`src/rtl/alu_arbiter.sv`:
```
// Round-robin arbiter sharing one two-cycle-issue ALU between requesters A and B.
// Sequences opcode/operand issue, waits for done with a timeout, and returns the response.
module alu_arbiter #(
    parameter int WIDTH   = 8,
    parameter int OPW     = 3,
    parameter int TIMEOUT = 32
) (
    input  logic             clk,
    input  logic             reset,

    input  logic             req_a,
    input  logic [OPW-1:0]   opcode_a,
    input  logic [WIDTH-1:0] opnd_a0,
    input  logic [WIDTH-1:0] opnd_a1,
    output logic             gnt_a,
    output logic             rsp_valid_a,

    input  logic             req_b,
    input  logic [OPW-1:0]   opcode_b,
    input  logic [WIDTH-1:0] opnd_b0,
    input  logic [WIDTH-1:0] opnd_b1,
    output logic             gnt_b,
    output logic             rsp_valid_b,

    output logic [WIDTH-1:0] rsp_result,
    output logic             rsp_overflow,
    output logic             rsp_err,
    output logic             busy,

    output logic             alu_opcode_valid,
    output logic [OPW-1:0]   alu_opcode,
    output logic [WIDTH-1:0] alu_data,
    input  logic             alu_done,
    input  logic [WIDTH-1:0] alu_result,
    input  logic             alu_overflow
);

    localparam int            TW         = $clog2(TIMEOUT);
    localparam logic [TW-1:0] TIMER_LAST = TW'(TIMEOUT - 1);

    typedef enum logic [2:0] {
        S_IDLE,
        S_SEND_A,
        S_SEND_B,
        S_WAIT,
        S_RESP
    } state_t;

    state_t           r_state;
    state_t           w_next_state;
    logic             r_ptr_b;
    logic             r_owner_b;
    logic [TW-1:0]    r_timer;
    logic [TW-1:0]    w_timer;
    logic [WIDTH-1:0] r_opnd1;

    logic             w_grant;
    logic             w_pick_b;
    logic             w_resp;
    logic             w_gnt_a;
    logic             w_gnt_b;
    logic             w_opv;
    logic [OPW-1:0]   w_opcode;
    logic [WIDTH-1:0] w_data;

    // NOTE: every variable gets a default before the case so no path leaves one unassigned (no latches).
    always_comb begin
        w_next_state = r_state;
        w_timer      = r_timer;
        w_grant      = 1'b0;
        w_pick_b     = req_b && (!req_a || r_ptr_b);
        w_resp       = 1'b0;
        w_gnt_a      = 1'b0;
        w_gnt_b      = 1'b0;
        w_opv        = 1'b0;
        w_opcode     = '0;
        w_data       = '0;

        case (r_state)
            S_IDLE: begin
                if (req_a || req_b) begin
                    w_grant      = 1'b1;
                    w_next_state = S_SEND_A;
                    w_gnt_a      = !w_pick_b;
                    w_gnt_b      = w_pick_b;
                    w_opv        = 1'b1;
                    w_opcode     = w_pick_b ? opcode_b : opcode_a;
                    w_data       = w_pick_b ? opnd_b0 : opnd_a0;
                end
            end
            S_SEND_A: begin
                w_next_state = S_SEND_B;
                w_data       = r_opnd1;
            end
            S_SEND_B: begin
                w_next_state = S_WAIT;
                w_timer      = '0;
            end
            S_WAIT: begin
                // A done on the last timeout cycle still counts as a normal completion.
                if (alu_done || (r_timer == TIMER_LAST)) begin
                    w_resp       = 1'b1;
                    w_next_state = S_RESP;
                end else begin
                    w_timer = r_timer + 1'b1;
                end
            end
            S_RESP:  w_next_state = S_IDLE;
            default: w_next_state = S_IDLE;
        endcase
    end

    // NOTE: sequential state uses non-blocking assignments so all registers update from pre-edge values.
    always_ff @(posedge clk) begin
        if (reset) begin
            r_state <= S_IDLE;
            r_ptr_b <= 1'b0;
            r_timer <= '0;
        end else begin
            r_state <= w_next_state;
            r_timer <= w_timer;
            if (w_grant) r_ptr_b <= !w_pick_b;
        end
    end

    always_ff @(posedge clk) begin
        if (reset) begin
            r_owner_b        <= 1'b0;
            gnt_a            <= 1'b0;
            gnt_b            <= 1'b0;
            rsp_valid_a      <= 1'b0;
            rsp_valid_b      <= 1'b0;
            rsp_result       <= '0;
            rsp_overflow     <= 1'b0;
            rsp_err          <= 1'b0;
            busy             <= 1'b0;
            alu_opcode_valid <= 1'b0;
            alu_opcode       <= '0;
            alu_data         <= '0;
        end else begin
            gnt_a            <= w_gnt_a;
            gnt_b            <= w_gnt_b;
            alu_opcode_valid <= w_opv;
            alu_opcode       <= w_opcode;
            alu_data         <= w_data;
            busy             <= (w_next_state != S_IDLE);
            rsp_valid_a      <= w_resp && !r_owner_b;
            rsp_valid_b      <= w_resp && r_owner_b;
            if (w_grant) r_owner_b <= w_pick_b;
            if (w_resp) begin
                rsp_result   <= alu_done ? alu_result : '0;
                rsp_overflow <= alu_done && alu_overflow;
                rsp_err      <= !alu_done;
            end
        end
    end

    // NOTE: the second operand is plain data only read after a grant loads it, so it has no reset.
    always_ff @(posedge clk) begin
        if (w_grant) r_opnd1 <= w_pick_b ? opnd_b1 : opnd_a1;
    end

endmodule
```
`config.mk`:
```
export PLATFORM = sky130hd
export DESIGN_NAME = alu_arbiter
export DESIGN_NICKNAME = d
export VERILOG_FILES = /design/src/rtl/alu_arbiter.sv
export SDC_FILE = /design/constraint.sdc
export NUM_CORES = 1
export LEC_CHECK = 0
export BUFFER_PORTS_ARGS = -buffer_cell sky130_fd_sc_hd__buf_2
export CORE_AREA = 2 2 70 72
export CTS_BUF_LIST = sky130_fd_sc_hd__clkbuf_4 sky130_fd_sc_hd__clkbuf_8 sky130_fd_sc_hd__clkbuf_16
export DETAILED_ROUTE_END_ITERATION = 12
export DIE_AREA = 0 0 72 74
export PLACE_DENSITY = 0.75
export SYNTH_ARGS = -nofsm -noshare
export SYNTH_HDL_FRONTEND = slang
export SYNTH_SLANG_ARGS = --single-unit
```
`constraint.sdc`:
```
create_clock -name clk -period 2.6 [get_ports clk]
set_clock_uncertainty 0.05 [all_clocks]
set_input_delay 0.26 -clock clk [delete_from_list [all_inputs] [get_ports clk]]
set_output_delay 0.26 -clock clk [all_outputs]
set_load 0.005 [all_outputs]
```
-- After elaboration in Yosys (flattened, before gate mapping)
Cells that the tools add are included.
- $add $sub $neg: 1
- equality and inequality tests: 5
- multiplexer cells: 15
- bitwise logic cells: 2
- reduce and logical (&&, ||, !) cells: 16
- operators by type and width (kind ; number):
    $mux W8 ; 4
    $pmux W8 S2 ; 1
    $pmux W3 S4 ; 1
    $pmux W5 S2 ; 1
    $mux W3 ; 3
    $eq A3 B2 Y1 const B ; 2
    $add A5 B1 Y5 const B ; 1
    $eq A5 B5 Y1 const B ; 1
    $mux W5 ; 1
    $logic_and A1 B1 Y1 ; 4
    $logic_not A1 Y1 ; 4
    $mux W1 ; 4
    $eq A3 B1 Y1 const B ; 1
    $logic_not A3 Y1 ; 1
    $logic_or A1 B1 Y1 ; 3
    $reduce_bool A3 Y1 ; 1
    $reduce_or A3 Y1 ; 1
    $ne A2 B2 Y1 const B ; 1
    $not A1 Y1 ; 2
    $reduce_and A2 Y1 ; 1
    $reduce_bool A2 Y1 ; 1
- flip-flop bits (word level): 45
- input port bits: 52

-- Longest topological paths before layout
Gate-level depths: netlist of run 1.
- depth in word-level cells: 6
- depth in mapped cells: 9
- gate-level depth less buffers: 7

-- Least setup slack after synthesis of run 1
No wires, ideal clock.
- path type: register to register
- start: reg r_timer[0]
- end: reg rsp_result[3]
- arrival time: 1.761 ns
- data required time: 2.421 ns
- setup slack: 0.660 ns
- cell stages (with the launch flop): 10
- buffers on the path: 2
- cell sequence: dfxtp_1 -> ha_1 -> and3_1 -> ha_1 -> or2_1 -> buf_4 -> or3b_4 -> buf_6 -> a22oi_1 -> nor2_1
- longest elaborated chain between the ends: 4
- RTL lines (what ; line ; source):
    start, declared ; 53 ; logic [TW-1:0] r_timer;
    start signal, assigned ; 121 ; r_timer <= w_timer;
    $eq A5 B5 Y1 ; 101 ; if (alu_done || (r_timer == TIMER_LAST)) begin
    $logic_or A1 B1 Y1 ; 101 ;
    $mux W1 ; 101 ;
    $mux W1 ; 79 ; case (r_state)
    end signal, assigned ; 151 ; rsp_result <= alu_done ? alu_result : '0;
    end, declared ; 25 ; output logic [WIDTH-1:0] rsp_result,
Every way passes these cells.
A chain may end at the register's enable or synchronous reset.

-- Final worst setup path of run 1
- start: reg r_timer[0]
- end: reg rsp_result[6]
The elaborated chain is that of the path after synthesis.

==> results.md, run 1 <==
- Aggregate global routing overflow: 0
- Number of endpoints with negative hold slack in the final report: 0
- Clock latency of the later-clocked register in the worst-skew pair: 0.29 ns
- Critical Path Slowest Stage Cell: or3b_4
- Number of placement rows: 25
- CP top delay family: simple AND/OR/NAND/NOR gates
- Number of synthesized register bits: 45
- Top-Level Pins: 79
- Power per unit of standard cell area: 630 nW/um^2
- Relative slew slack: 48.7%
- Post-CTS setup repair buffer count: 0
- Floorplan Core Area: 4600 um^2
- Number of instances in the synthesized netlist: 166
- Post-detailed-route count of antenna-violating nets: 0
- Final-report setup violation count: 0
- IO Port Bufs: 78
- Fraction of registers with async set or reset after synthesis: 0%
- Maximum vdd ir drop: 0.304 mV
- Clock tree from TritonCTS: done
- Antenna violations before repair: 0
- Via count of the first global-routing pass: 1288
- Count of distinct cell types in the synthesized netlist: 34
- P_leak: 0.00108 uW
- Most used flip-flop cell after synthesis: dfxtp_1
- Outcome: finished clean
- Cell-by-cell trace of the critical path: ha_1, and3_1, ha_1, or2_1, or3b_4, a22oi_1, nor2_1
- Maximum cell stage delay along the critical path: 0.50 ns
- Critical path start-end classification: register to register
- Maximum buffer depth of the clock tree: 2
- RD Place Congestion: 0.690
- Worst hold path startpoint: alu_result[0]
- Number of remaining DRC errors: 0
- Post-place instance area: 2200 um^2
- Die footprint: 5330 um^2
- Global router's overall resource usage: 13.0%
- Aggregate routed wire length: 3520 um
- TritonCTS Buffers: 5
- Beginning of the worst register-to-register path: r_timer[0]$_SDFFE_PP0P_
- Path category of the worst min-delay check: input port to register
- Number of sinks on the clock net: 45
- Number of synthesis warnings: 0
- Worst-margin pin slew: 0.763 ns
- RSZ-0062 raised after global routing: no
- Number of nets in the final layout: 296
- Number of DRC violations after detailed-routing iteration 0: 52
- Post-layout utilization of the core: 49.9%
- Filler Cell Count: 424
- Post-synthesis to final-layout area growth: 28.3%
- Pin count of the biggest net entering global routing: 25
- Cell type with the highest occurrence count on the critical path: ha_1
- Net Count, Synth: 220
- Share of cells above drive strength 1: 42.8%
- Total Negative Setup Slacks: 0 ns
- Number of maximum-capacitance violations: 0
- Post-cts sizing count: 0
- Width of the chip: 72 um
- Number of search-and-repair iterations in the first detailed-routing pass: 4
- Syn Area/Cell: 10.8 um^2
- Commonest non-fill, non-tap cell in the layout: buf_2
- Fmax: 0.486 GHz
- Sequential fraction of the synthesis area: 54.8%
- Number of levels in the clock H-tree: 2
- Launching instance or port of the critical path: r_timer[0]$_SDFFE_PP0P_
- Post-route clock period utilization: 79.2%
- Mean routed wirelength per cell: 11.8 um
- Buffers & Inverters on Critical Path: 0
- Finished layout cell area: 2300 um^2
- Overall die height: 74 um
- Half-perimeter wire length of the detailed placement result: 2530 um
- First-pass GRT wire length: 5510 um
- Power, Total: 1450 uW
- Cts-stage hold buffer count: 0
- Startpoint types: register
- Worst-path clk slew: 0.08 ns
- Kind of end point of the critical path: register
- Vias per inst: 4.78
- Initial cell density of the core: 38.9%
- Clock period minus worst slack: 2.06 ns
- Number of flops mapped to enable cells by yosys: 8
- Data arrival time of the critical path: 2.18 ns
- Most frequent cells in the layout: buf_2 (78), dfxtp_1 (37), nor2_1 (23)
- Clock root buffer: clkbuf_8
- Total count of max-transition violations in the final report: 0
- Maximum fanout count along the critical path: 13
- Vias after detailed routing: 1420
- Number of diodes added for antenna fixing: 0
- Combined area of all synthesized cells: 1790 um^2
- Required time worst endpoint: 2.72 ns
power by group:
part / internal [uW] / switching [uW]
Sequential: 771 / 28.1
Clock: 215 / 225
Combinational: 106 / 101
Total: 1090 / 354
area by class of cell:
class	instances	area, um^2	share of cell area (%)
tap	54	67.6	2.94
clock inverter	2	13.8	0.599
timing repair buffer	80	405	17.7
clock buffer	6	82.6	3.60
multi-input combinational	105	727	31.7
inverter	5	18.8	0.817
sequential	45	981	42.7
flip-flops by register name, summed over array words and instances (netlist names):
signal,count
alu_data,8
r_opnd1,8
rsp_result,8
r_timer,5
alu_opcode,3
r_state,3
alu_opcode_valid,1
busy,1
gnt_a,1
gnt_b,1
r_owner_b,1
r_ptr_b,1
rsp_err,1
rsp_overflow,1
rsp_valid_a,1
rsp_valid_b,1
path summary, 6_finish.rpt:
kind	cells after the start	endpoint	slack, ns
worst max-delay path	7	rsp_result[6]$_SDFFE_PP0P_	0.54
worst max register to register	7	rsp_result[6]$_SDFFE_PP0P_	0.54
worst min-delay path	3	rsp_result[0]$_SDFFE_PP0P_	0.15
worst min register to register	1	rsp_valid_a$_SDFF_PP0_	0.37
synth_stat cells, types with 2 or more instances:
cell type | count | area share [%]
buf_4 | 4 | 1.7
nor2_1 | 23 | 4.8
a21oi_1 | 2 | 0.56
and3_1 | 2 | 0.70
a22oi_1 | 11 | 4.6
dfxtp_1 | 37 | 41
clkbuf_1 | 4 | 0.84
nor2b_1 | 2 | 0.70
inv_1 | 5 | 1.0
nor3_1 | 3 | 0.84
buf_2 | 2 | 0.56
o21ai_0 | 11 | 3.1
a31oi_1 | 2 | 0.70
mux2_2 | 8 | 5.0
ha_1 | 2 | 1.4
mux2i_1 | 14 | 7.8
nand2_1 | 10 | 2.1
edfxtp_1 | 8 | 13
layer usage:
layer,global-route usage [%],vias up,share of wire (%)
met4,4.40,0,1.0
met5,0,-,0
met2,22.9,62,44
met1,15.5,620,46
met3,3.52,4,8.8
li1,-,734,-
cell families (layout without fill, tap and decap cells):
kind of cell	Yosys count	in the layout	synth area share, %
buf+inv	16	93	4.76
simple gates	50	50	14.9
fa+ha+maj	2	2	1.40
mux	22	22	12.9
flops	45	45	54.8
compound gates	31	31	11.3
worst min-delay path, delay by kind of cell:
kind / cells / cell delay [ns]
and+or+nand+nor: 1 / 0.07
buffers and inverters: 1 / 0.07
AOI/OAI and AO/OA: 1 / 0.05
metrics by stage:
stage          instances  hold WS (ns)  worst slack [ns]
5_1_grt              297         0.154             0.403
3_5_place_dp         289         0.362             0.575
4_1_cts              297         0.139             0.569
3_3_place_gp         289         0.366             0.660
6_report             297         0.150             0.541
2_1_floorplan        166         0.349             0.660
(Power assumes the default switching activity.)
==> run 2, diff against run 1 <==
Settings changed: PLACE_DENSITY 0.75 to 0.78.
Clock period 2.6 ns to 1.8 ns, I/O delays scaled along.
==> results.md, run 2 (synthesis gave the netlist of run 1 again) <==
- Vias after detailed routing: 1529 (+7.7%)
- Largest registers in the final layout: alu_data (8), r_opnd1 (8), rsp_result (8)
- Clock tree from TritonCTS: done
- Floorplan Core Area: 4600 um^2 (unchanged)
- RSZ-0062 raised after global routing: yes
- Die footprint: 5330 um^2 (unchanged)
- Number of DRC violations after detailed-routing iteration 0: 44 (-15%)
- Maximum buffer depth of the clock tree: 2 (unchanged)
- Pin count of the biggest net entering global routing: 17 (-32%)
- Post-route clock period utilization: 100% (+21 points)
- Failing checks: negative setup slack
- Total Negative Setup Slacks: -0.00437 ns (-0.00437 ns)
- Instance count after placement with tap cells included: 301 (+4.2%)
- Maximum fanout count along the critical path: 6 (-7)
- Power per unit of standard cell area: 873 nW/um^2 (+39%)
- Critical Path Slowest Stage Cell: or3b_4
- Path category of the worst min-delay check: input port to register
- Cell type with the highest occurrence count on the critical path: ha_4
- Number of remaining DRC errors: 0 (unchanged)
- Mean routed wirelength per cell: 12.5 um (+5.7%)
- Aggregate routed wire length: 3890 um (+11%)
- Share of cells above drive strength 1: 52.1% (+9.3 points)
- Number of endpoints with negative hold slack in the final report: 0 (unchanged)
- Maximum cell stage delay along the critical path: 0.42 ns (-0.08 ns)
- Critical path start-end classification: register to register
- Post-layout utilization of the core: 54.9% (+5.0 points)
- Number of placement rows: 25 (unchanged)
- Number of nets in the final layout: 310 (+4.7%)
- Clock period minus worst slack: 1.80 ns (-0.255 ns)
- Relative slew slack: 67.9% (+19 points)
- Startpoint types: register
- Number of diodes added for antenna fixing: 0 (unchanged)
- Share of power burned in combinational logic: 15.9% (+1.6 points)
- Total count of max-transition violations in the final report: 0 (unchanged)
- Int Pwr: 1680 uW (+53%)
- Global router's overall resource usage: 14.5% (+1.5 points)
- Worst-margin pin slew: 0.481 ns (-0.283 ns)
- Clock latency of the later-clocked register in the worst-skew pair: 0.29 ns (about the same)
- Data arrival time of the critical path: 1.93 ns (-0.25 ns)
- Width of the chip: 72 um (unchanged)
- P_leak: 0.00116 uW (+7.3%)
- Number of sinks on the clock net: 45 (unchanged)
- Top-Level Pins: 79 (unchanged)
- Portion of total power attributed to sequential cells: 52.2% (-3.1 points)
- Initial cell density of the core: 38.9% (unchanged)
- Clock root buffer: clkbuf_8
- Maximum vdd ir drop: 0.368 mV (+21%)
- Half-perimeter wire length of the detailed placement result: 2810 um (+11%)
- Filler Cell Count: 413 (-2.6%)
- Fmax: 0.554 GHz (+14%)
- Aggregate global routing overflow: 0 (unchanged)
- Non-filler instance count after layout: 311 (+4.7%)
- Cell-by-cell trace of the critical path: ha_4, and3_4, ha_4, or2_4, buf_4, or3b_4, a22oi_2, nor2_1
- Post-synthesis to final-layout area growth: 41.1%
- Final-report setup violation count: 1 (+1)
- Number of search-and-repair iterations in the first detailed-routing pass: 4 (unchanged)
- Commonest non-fill, non-tap cell in the layout: buf_2
- Proportion of power drawn by the clock network: 31.9% (+1.5 points)
- Vias per inst: 4.92 (+2.8%)
- Most frequent cells in the layout: buf_2 (78), dfxtp_1 (35), nor2_1 (23)
- Required time worst endpoint: 1.93 ns (-0.79 ns)
- Net switching share of the total power: 24.0% (-0.48 points)
- Finished layout cell area: 2520 um^2 (+10%)
- Via count of the first global-routing pass: 1398 (+8.5%)
- WHS: 0.0679 ns (-0.0820 ns)
- Worst-path clk slew: 0.08 ns (about the same)
- Post-place instance area: 2360 um^2 (+7.5%)
- Outcome: complete, but fails checks
- First-pass GRT wire length: 6000 um (+8.9%)
- Antenna violations before repair: 0 (unchanged)
- IO Port Bufs: 78 (unchanged)
- Number of maximum-capacitance violations: 0 (unchanged)
- Kind of end point of the critical path: register
- Overall die height: 74 um (unchanged)
- Power dissipated by switching net loads: 530 uW (+49%)
- TritonCTS Buffers: 5 (unchanged)
- Min setup slack post-route: -0.00437 ns (-0.545 ns)
- RD Place Congestion: 0.826 (+20%)
- Number of levels in the clock H-tree: 2 (unchanged)
- Post-detailed-route count of antenna-violating nets: 0 (unchanged)
run 2: per-stage QoR:
stage	power, uW	setup slack [ns]
floorplan	1360	-0.0658
global placement	1510	0.0385
detailed placement	1520	-0.0178
CTS	2230	-0.0190
global route	2320	-0.0648
finish	2200	-0.00437
run 2: cell type report:
type / count / area (um^2) / share of cell area [%]
Multi-Input combinational cell: 106 / 826 / 32.7
Timing Repair Buffer: 93 / 519 / 20.6
Clock inverter: 1 / 8.76 / 0.347
Sequential cell: 45 / 983 / 38.9
Inverter: 5 / 18.8 / 0.743
Tap cell: 54 / 67.6 / 2.68
Clock buffer: 7 / 101 / 4.01
run 2: power by group through the flow:
stage / sequential, uW / clock, uW / combinational [uW]
2_1_floorplan: 1170 / 0 / 198
3_3_place_gp: 1170 / 0 / 338
3_5_place_dp: 1170 / 0 / 346
4_1_cts: 1150 / 732 / 349
5_1_grt: 1160 / 772 / 391
6_report: 1150 / 703 / 351
run 2: critical path: cells and delay by family, from the launching register on:
kind                       cells  cell delay, ns
and+or+nand+nor                4            0.77
DFF                            1            0.36
AOI/OAI and AO/OA              1            0.17
buffers and inverters          1            0.10
adders and majority gates      2            0.25
run 2: layer usage:
metal	track usage [%]	part of all wire, %	vias up
met5	0	0	-
met4	4.61	1.1	0
met3	4.34	8.9	7
met2	27.3	49	65
met1	15.7	41	692
li1	-	-	765
run 2: worst paths after layout:
| check | from | to | slack [ns] | depth (start not counted) |
|---|---|---|---|---|
| setup reg to reg | r_timer[1]$_SDFFE_PP0P_ | rsp_result[4]$_SDFFE_PP0P_ | -0.004 | 8 |
| setup / recovery | r_timer[1]$_SDFFE_PP0P_ | rsp_result[4]$_SDFFE_PP0P_ | -0.004 | 8 |
| hold reg to reg | r_owner_b$_SDFFE_PP0P_ | rsp_valid_a$_SDFF_PP0_ | 0.37 | 1 |
| hold / removal | alu_result[1] | rsp_result[1]$_SDFFE_PP0P_ | 0.07 | 3 |
run 2: repair_timing:
action                                  4_1_cts  5_1_grt
resized for setup                             2        6
endpoints found under the hold margin         0        0
endpoints found under the setup margin        4       12
setup buffers                                 0        1
hold buffers                                  0        0
pin swaps                                     1        9
cloned                                        0        1
